`config.mk`:
```
export PLATFORM = sky130hd
export DESIGN_NAME = bin_to_bcd_converter
export DESIGN_NICKNAME = d
export VERILOG_FILES = /design/src/rtl/bin_to_bcd_converter.sv
export SDC_FILE = /design/constraint.sdc
export NUM_CORES = 1
export LEC_CHECK = 0
export CAP_MARGIN = 20
export CORE_MARGIN = 5
export CORE_UTILIZATION = 58
export CTS_CLUSTER_SIZE = 30
export DETAILED_ROUTE_END_ITERATION = 7
export PLACE_DENSITY_LB_ADDON = 0.08
export SETUP_SLACK_MARGIN = 0.2
export SYNTH_ARGS = -nofsm -noshare
export SYNTH_HDL_FRONTEND = slang
export SYNTH_SLANG_ARGS = --single-unit
```
`constraint.sdc`:
```
create_clock -name clock -period 3.6 [get_ports clock]
set_clock_uncertainty 0.1 [all_clocks]
set_input_delay 0.54 -clock clock [delete_from_list [all_inputs] [get_ports clock]]
set_output_delay 0.54 -clock clock [all_outputs]
set_load 0.05 [all_outputs]
```
`src/rtl/bin_to_bcd_converter.sv`:
```
// Sequential double-dabble binary to packed-BCD converter with start/ready/done handshake.
// The result register only changes on the done edge, so a downstream display never sees partial values.
module bin_to_bcd_converter #(
  parameter int WIDTH  = 14,
  parameter int DIGITS = 4
) (
  input  logic                  clock,
  input  logic                  reset_n,
  input  logic                  start,
  input  logic [WIDTH-1:0]      bin,
  output logic                  ready,
  output logic                  busy,
  output logic                  done,
  output logic [4*DIGITS-1:0]   bcd,
  output logic                  overflow
);

  localparam int BW    = 4 * DIGITS;
  localparam int CNT_W = $clog2(WIDTH + 1);

  function automatic longint unsigned pow10_minus1(input int d);
    longint unsigned p;
    p = 1;
    for (int i = 0; i < d; i++) p = p * 10;
    return p - 1;
  endfunction

  localparam longint unsigned LIMIT = pow10_minus1(DIGITS);
  localparam int LIM_W = $clog2(LIMIT + 1);
  localparam int CMP_W = (WIDTH > LIM_W) ? WIDTH : LIM_W;
  localparam logic [CMP_W-1:0] LIMIT_C = CMP_W'(LIMIT);

  typedef enum logic [1:0] {IDLE, SHIFT, FINISH} state_t;

  state_t             state, state_n;
  logic [WIDTH-1:0]   shreg, shreg_n;
  logic [WIDTH-1:0]   operand, operand_n;
  logic [BW-1:0]      scratch, scratch_n, adj;
  logic [CNT_W-1:0]   cnt, cnt_n;
  logic [BW-1:0]      bcd_n;
  logic               ovf_n, done_n;

  always_ff @(posedge clock or negedge reset_n) begin
    if (!reset_n) begin
      state    <= IDLE;
      shreg    <= '0;
      operand  <= '0;
      scratch  <= '0;
      cnt      <= '0;
      bcd      <= '0;
      overflow <= 1'b0;
      done     <= 1'b0;
    end else begin
      state    <= state_n;
      shreg    <= shreg_n;
      operand  <= operand_n;
      scratch  <= scratch_n;
      cnt      <= cnt_n;
      bcd      <= bcd_n;
      overflow <= ovf_n;
      done     <= done_n;
    end
  end

  // Add-3 correction on every digit that would reach 10 or more after doubling.
  always_comb begin
    adj = scratch;
    for (int i = 0; i < DIGITS; i++) begin
      if (scratch[4*i +: 4] >= 4'd5) adj[4*i +: 4] = scratch[4*i +: 4] + 4'd3;
    end
  end

  always_comb begin
    state_n   = state;
    shreg_n   = shreg;
    operand_n = operand;
    scratch_n = scratch;
    cnt_n     = cnt;
    bcd_n     = bcd;
    ovf_n     = overflow;
    done_n    = 1'b0;
    case (state)
      IDLE: begin
        if (start) begin
          shreg_n   = bin;
          operand_n = bin;
          scratch_n = '0;
          cnt_n     = CNT_W'(WIDTH);
          state_n   = SHIFT;
        end
      end
      SHIFT: begin
        {scratch_n, shreg_n} = {adj, shreg} << 1;
        cnt_n = cnt - CNT_W'(1);
        if (cnt == CNT_W'(1)) state_n = FINISH;
      end
      FINISH: begin
        done_n  = 1'b1;
        state_n = IDLE;
        // Top-digit carries are lost in the scratch, so saturate from the latched operand.
        if (CMP_W'(operand) > LIMIT_C) begin
          bcd_n = {DIGITS{4'h9}};
          ovf_n = 1'b1;
        end else begin
          bcd_n = scratch;
          ovf_n = 1'b0;
        end
      end
      default: state_n = IDLE;
    endcase
  end

  assign ready = (state == IDLE);
  assign busy  = ~ready;

endmodule
```
Yosys cells after proc, flatten, opt, wreduce, memory -nomap -nowiden
Index checks and enable logic that the tools add are counted.
{"block": "word_totals", "regBits": 68, "input_bits": 17, "out_inout_bits": 20, "word_cells": 45}
{"block": "op_classes", "n_addsub": 5, "magnitude_cmp": 5, "eq_ne": 5, "n_mux": 16, "bitwise_logic": 1, "n_reduce_logical": 5}
{"op": "16-bit two-way mux", "n": 2}
{"op": "16-bit case mux with 2 select lines", "n": 1}
{"op": "14-bit case mux with 2 select lines", "n": 1}
{"op": "4-bit by 3-bit >= comparator with 1-bit output, second input constant", "n": 4}
{"op": "4-bit two-way mux", "n": 4}
{"op": "14-bit > comparator, second input constant", "n": 1}
{"op": "14-bit two-way mux", "n": 1}
{"op": "4-bit by 2-bit adder with 4-bit output, second input constant", "n": 3}
{"op": "4-bit case mux with 2 select lines", "n": 1}
{"op": "2-bit AND reduction", "n": 3}
{"op": "4-bit by 1-bit equality test with 1-bit output, second input constant", "n": 1}
{"op": "2-bit two-way mux", "n": 2}
{"op": "2-bit != test, second input constant", "n": 2}
{"op": "2-bit case mux with 2 select lines", "n": 1}
{"op": "4-bit by 1-bit subtractor with 4-bit output, second input constant", "n": 1}
{"op": "3-bit by 2-bit adder with 3-bit output, second input constant", "n": 1}
{"op": "3-bit two-way mux", "n": 1}
{"op": "2-bit by 1-bit equality test with 1-bit output, second input constant", "n": 1}
{"op": "2-bit equality test, second input constant", "n": 1}
{"op": "2-bit logical NOT", "n": 1}
{"op": "1-bit two-way mux", "n": 2}
{"op": "2-bit nonzero test", "n": 1}
{"op": "1-bit inverter", "n": 1}

Longest topological paths before layout
Gate-level depths: netlist of run 1.
{"block": "logic_depth", "word_depth": 3, "ltp_mapped": 6}

Least setup slack after synthesis of run 1
Ideal clock, no wire load.
{"block": "synth_path", "path_kind": "flip-flop to output port", "start": "register state[0]", "end": "output port ready", "t_arrival_ns": 1.176, "setup_slack_ns": 1.784, "path_stages_with_launch": 3, "n_path_buf": 0, "path_cell_list": "dfrtp_1 or2_2 inv_1"}
{"block": "synth_between", "elab_chain_len": 1}
{"element": "start: declaration", "line_no": "35", "text": "state_t state, state_n;"}
{"element": "start signal: assignment", "line_no": "54", "text": "state <= state_n;"}
{"element": "2-bit logical NOT", "line_no": "113", "text": "assign ready = (state == IDLE);"}
{"element": "end: declaration", "line_no": "11", "text": "output logic ready,"}
No other way between the ends.

Final worst setup path of run 1
{"block": "layout_path", "start": "register state[1]", "end": "output port ready"}
The elaborated chain is that of the path after synthesis.

==> metrics.md, run 1 <==
| Metric | Value |
|---|---|
| Clock sink total | `between 60 and 70` |
| Antenna-violating nets left | `0` |
| Period utilization | `0.7105` |
| Synthesized area | `about 2900 µm²` |
| Area contributors post-synth | `dfrtp_1 55%, nand2_1 9.3%, ha_1 4.3%` |
| Worst path cell trace | `or2_2 > inv_1 > clkdlybuf4s50_1` |
| Reg clk slew, reported paths | `roughly 0.06 ns` |
| Seq cells post-synth | `64` |
| Synth area leader | `dfrtp_1` |
| Proportion of layout cells with a drive suffix above 1 | `0.1149` |
| Die span in y | `~81 µm` |
| Cts bufs inserted | `9` |
| Via count | `around 2100` |
| Starting density of the core | `0.6094` |
| Max Cap Viol | `0` |
| Yosys cell types | `38` |
| Largest net degree at the start of global routing | `50` |
| Final hold vios | `0` |
| Critical Path AT | `1.92 ns` |
| Top FF cell, synth | `dfrtp_1` |
| Clock tree root buffer cell | `clkbuf_8` |
| CP Class | `reg -> out` |
| Width of the die | `~80 µm` |
| Cts hold-fix bufs | `0` |
| Post-route cell area | `3515 µm²` |
| Buf/Inv on CP | `2` |
| Drt first-iter violations | `about 170` |
| Post-route insts no fill | `approximately 400` |
| Post-cts gate resize count | `0` |
| Routed vias/inst | `about 5.5` |
| Status | `completed` |
| Synth-to-Final Area Change | `19.74%` |
| # setup viols final | `0` |
| Min Clock Period, post-route | `~2.6 ns` |
| Setup tns final | `0 ns` |
| Max Fclk | `roughly 390 MHz` |
| Htree depth | `3` |
| Total power | `approximately 3.1 mW` |
| Syn_nets | `just over 300` |
| Hold_ws | `around 0.090 ns` |
| Count of flip-flops with a built-in enable after synthesis | `0` |
| Routed len/inst | `approximately 14 µm` |
| Async set or reset register ratio after synthesis | `1.000` |
| Post-CTS Repair Setup Buffers | `0` |
| Hold Path Class | `in -> async` |
| Pins Over Slew Limit | `0` |
| GR Overflow Total | `0` |
| Sequential-to-total area share from yosys stat | `0.5456` |
| Final GP Congestion | `about 0.73` |
| Worst ir drop on vdd | `between 0.4 and 0.5 mV` |
| # diodes | `0` |
| CP Capture Type | `output port` |
| Port bufs | `36` |
| Worst-path fanout max | `5` |
| Worst Tran Pin Value | `1.041 ns` |
| Pleak | `1.593 nW` |
| Dpl cells | `around 380` |
| Mapped Cells | `roughly 280` |
| Share of the synthesized area in the top cell type | `0.5456` |
| First-pass GRT wire length | `slightly below 10 mm` |
| Max-Slew Margin vs Limit | `0.3057` |
| Most frequent cells after synthesis | `73 x nand2_1, 64 x dfrtp_1, 13 x a22oi_1` |
| Ys Warns | `0` |
| Unrepaired setup endpoints after global routing | `no` |
| Clk_lat worst skew | `about 0.33 ns` |
| CTS tree | `built` |
| Critical Path Source Type | `flip-flop` |
| Iteration count of the initial detailed-routing pass | `4` |
| Largest delay share family, worst path | `buffers and inverters` |
| NumNets Final | `roughly 350` |
| Most frequent cell after synthesis | `nand2_1` |
| CP max-delay cell | `clkdlybuf4s50_1` |
| Crit-path max cell delay | `approximately 0.79 ns` |
| Longest Clk Path Bufs | `2` |
| Syn_area_per_cell | `~10 µm²` |
| Worst endpoint required time | `between 2 and 3 ns` |
| Power Dens Cells | `just under 900 nW/µm²` |
| Initial antenna violation count | `0` |
| Final HPWL from detailed placement | `around 3.8 mm` |
| GRT Resource Usage Total | `0.1973` |
| Drt drc | `0` |
| R2R Setup Slk | `between 1.5 and 2 ns` |
| Ports | `37` |
| # rows | `25` |
| Dpl cell area | `roughly 3300 µm²` |
| Detailed Route WL | `~5.6 mm` |
| Die ar. | `6584 µm²` |
| Vias in the first global route | `approximately 2100` |
| Core ar. | `4817 µm²` |
## logic make-up after synthesis
kind of cell / Yosys count / synth area share
compound gates: 58 / 0.1364
xor+xnor: 7 / 0.02089
fa+ha+maj: 10 / 0.04263
buf+inv: 28 / 0.04817
flops: 64 / 0.5456
mux: 14 / 0.05371
simple gates: 103 / 0.1526
## report_power, final
part           leakage, nW  internal, mW  total [mW]  switching [mW]
registers            0.812          1.02        1.24           0.216
clock network       0.0935         0.314       0.557           0.244
logic                0.687         0.536        1.30           0.769
total                 1.59          1.87        3.10            1.23
## metal layers
metal / GRT usage / vias up / part of all wire
met5: 0 / - / 0
met1: 0.2555 / 1014 / 0.45
met2: 0.3095 / 61 / 0.47
met4: 0.1149 / 0 / 0.022
li1: - / 1040 / -
met3: 0.03769 / 9 / 0.054
## metrics by stage
step / setup slack [ns] / util
after CTS: 1.020 / 0.7255
after floorplan: 1.784 / -
final: 1.042 / 0.7296
after global routing: 0.9871 / 0.7296
after detailed placement: 1.308 / 0.6883
after global placement: 1.375 / 0.6883
## worst paths after layout
| check | cells past startpoint | startpoint | to |
|---|---|---|---|
| hold / removal | 1 | reset_n | bcd[12]$_DFFE_PN0P_ |
| max in group asynchronous | 3 | reset_n | shreg[12]$_DFFE_PN0P_ |
| min in group clock | 2 | shreg[5]$_DFFE_PN0P_ | shreg[5]$_DFFE_PN0P_ |
| setup reg to reg | 6 | scratch[0]$_DFFE_PN0P_ | scratch[2]$_DFFE_PN0P_ |
| setup / recovery | 3 | state[1]$_DFFE_PN0P_ | ready |
| hold reg to reg | 2 | shreg[5]$_DFFE_PN0P_ | shreg[5]$_DFFE_PN0P_ |
## area by class of cell
class / instances / area [µm²]
flip-flops and latches: 64 / 1602
fillers: 387 / 1303
multi-input cells: 192 / 1200
repair buffers: 41 / 405.4
clock buffers: 13 / 178.9
well taps: 67 / 83.83
inverters: 12 / 45.04
## cell usage in the layout, fill, tap and decap left out, types with 2 or more instances in the layout
master / netlist / layout
nand2_1: 73 / 73
dfrtp_1: 64 / 64
clkdlybuf4s50_1: 0 / 35
a22oi_1: 13 / 13
clkbuf_8: 0 / 13
inv_1: 11 / 11
o21ai_0: 10 / 10
nand3_1: 10 / 10
ha_1: 10 / 10
mux2_1: 9 / 9
o22ai_1: 8 / 8
a21oi_2: 8 / 8
nand2b_1: 6 / 6
mux2_2: 5 / 5
nor3_1: 5 / 5
a21oi_1: 4 / 4
xnor2_1: 4 / 4
o211ai_1: 4 / 4
buf_4: 3 / 4
xor2_1: 3 / 3
o32ai_1: 3 / 3
a211oi_1: 2 / 2
a31oi_1: 2 / 2
## state kept, by name (all words and copies together), names as in the netlist
signal	count
state	2
bcd	16
operand	10
overflow	1
shreg	14
done	1
scratch	16
cnt	4
(Power assumes the default switching activity.)
==> inputs of run 2 (changes only) <==
Settings changed: CORE_UTILIZATION 58 to 49.
Clock period 3.6 ns to 2.2 ns, I/O delays scaled along.
==> metrics.md, run 2 (synthesized netlist as in run 1, its figures left out) <==
| Metric | Value |
|---|---|
| Core ar. | `around 6000 µm²` |
| Dpl cells | `around 390` |
| Critical Path AT | `approximately 1.5 ns` |
| # setup viols final | `0` |
| Biggest regs | `bcd: 16 flops, scratch: 16 flops, shreg: 14 flops` |
| # rows | `28` |
| Die ar. | `7638 µm²` |
| Final hold vios | `0` |
| CP Class | `reg -> out` |
| Min Clock Period, post-route | `slightly below 2 ns` |
| Post-route insts no fill | `402` |
| Starting density of the core | `0.4987` |
| Antenna-violating nets left | `0` |
| Max Fclk | `around 520 MHz` |
| Largest net degree at the start of global routing | `65` |
| Fin util | `0.6099` |
| Commonest non-fill, non-tap cell in the layout | `nand2_1` |
| Port bufs | `36` |
| Register Area | `about 1600 µm²` |
| # diodes | `0` |
| Worst endpoint required time | `approximately 1.8 ns` |
| Worst-path fanout max | `2` |
| Hold Path Class | `reg -> reg` |
| Ports | `37` |
| Drt drc | `0` |
| Worst ir drop on vdd | `around 0.64 mV` |
| Final HPWL from detailed placement | `between 3 and 4 mm` |
| Post-CTS Repair Setup Buffers | `0` |
| Multi-input combinational cell area | `1200 µm²` |
| Routed vias/inst | `between 5 and 6` |
| Status | `completed` |
| Initial antenna violation count | `0` |
| Final GP Congestion | `about 0.7` |
| Drt first-iter violations | `around 100` |
| Pre-CTS setup slack | `slightly above 0.3 ns` |
| Routed len/inst | `roughly 14 µm` |
| Proportion of layout cells with a drive suffix above 1 | `0.1254` |
| First-pass GRT wire length | `between 9 and 10 mm` |
| Clk_lat worst skew | `around 0.34 ns` |
| GR Overflow Total | `0` |
| CP Capture Type | `output port` |
| Period utilization | `0.8774` |
| Worst path cell trace | `clkdlybuf4s50_1` |
| NumNets Final | `about 350` |
| Synth-to-Final Area Change | `22.29%` |
| Clock sink total | `64` |
| Most frequent cells in the layout | `73 x nand2_1, 64 x dfrtp_1, 33 x clkdlybuf4s50_1` |
| Post-route cell area | `between 3000 and 4000 µm²` |
| CTS tree | `built` |
| Buf/Inv on CP | `1` |
| Power Dens Cells | `~1500 nW/µm²` |
| Crit-path max cell delay | `roughly 0.8 ns` |
| Max Cap Viol | `0` |
| Longest Clk Path Bufs | `2` |
| Pins Over Slew Limit | `0` |
| Max-Slew Margin vs Limit | `0.6647` |
| Hold_ws | `about 0.37 ns` |
| Clock tree root buffer cell | `clkbuf_8` |
| Detailed Route WL | `roughly 5.6 mm` |
| Width of the die | `87.40 µm` |
| Via count | `2129` |
| Unrepaired setup endpoints after global routing | `no` |
| Cts bufs inserted | `9` |
| Setup tns final | `0 ns` |
| Iteration count of the initial detailed-routing pass | `4` |
| Die span in y | `between 80 and 90 µm` |
| Worst Tran Pin Value | `between 0.5 and 0.6 ns` |
| Htree depth | `3` |
| Total power | `~5.2 mW` |
| Dpl cell area | `~3400 µm²` |
| Vias in the first global route | `2152` |
| Critical Path Source Type | `flip-flop` |
| Fillers | `about 530` |
| Reg clk slew, reported paths | `0.08 ns` |
| GRT Resource Usage Total | `0.1671` |
| Setup ws final | `between 0.2 and 0.3 ns` |
| Pleak | `around 1.6 nW` |
| Largest delay share family, worst path | `buffers and inverters` |
| CP max-delay cell | `clkdlybuf4s50_1` |
-- run 2: worst paths after layout --
path / endpoint / cells past startpoint / start / slack (ns)
setup / recovery: bcd[0] / 1 / bcd[0]$_DFFE_PN0P_ / 0.27
min in group asynchronous: bcd[13]$_DFFE_PN0P_ / 3 / reset_n / 0.43
max in group asynchronous: shreg[1]$_DFFE_PN0P_ / 3 / reset_n / 1.29
hold / removal: shreg[9]$_DFFE_PN0P_ / 2 / shreg[9]$_DFFE_PN0P_ / 0.37
hold reg to reg: shreg[9]$_DFFE_PN0P_ / 2 / shreg[9]$_DFFE_PN0P_ / 0.37
setup reg to reg: scratch[6]$_DFFE_PN0P_ / 6 / scratch[4]$_DFFE_PN0P_ / 0.38
-- run 2: cell type report --
type	instances	share of cell area
Sequential cell	64	0.4461
Tap cell	75	0.02614
Clock buffer	14	0.05089
Timing Repair Buffer	43	0.1203
Clock inverter	2	0.009760
Multi-Input combinational cell	192	0.3343
Inverter	12	0.01255
-- run 2: metal layers --
| metal | vias up | share of wire | global-route usage | routed length [µm] |
|---|---|---|---|---|
| li1 | 1053 | - | - | - |
| met1 | 1021 | 0.48 | 0.2232 | 2702 |
| met2 | 43 | 0.44 | 0.2562 | 2465 |
| met3 | 12 | 0.052 | 0.03311 | 288 |
| met4 | 0 | 0.023 | 0.08787 | 131 |
| met5 | - | 0 | 0 | 0 |
-- run 2: report_power, final --
group	switching, mW	internal, mW	total, mW
sequential	0.344	1.67	2.01
clock	0.448	0.647	1.09
combinational	1.25	0.897	2.14
total	2.04	3.21	5.25
-- run 2: timing repair --
item | in CTS | in global routing
resized for setup | 1 | 0
hold buffers | 1 | 0
hold endpoints to repair | 64 | 0
setup endpoints to repair | 1 | 0
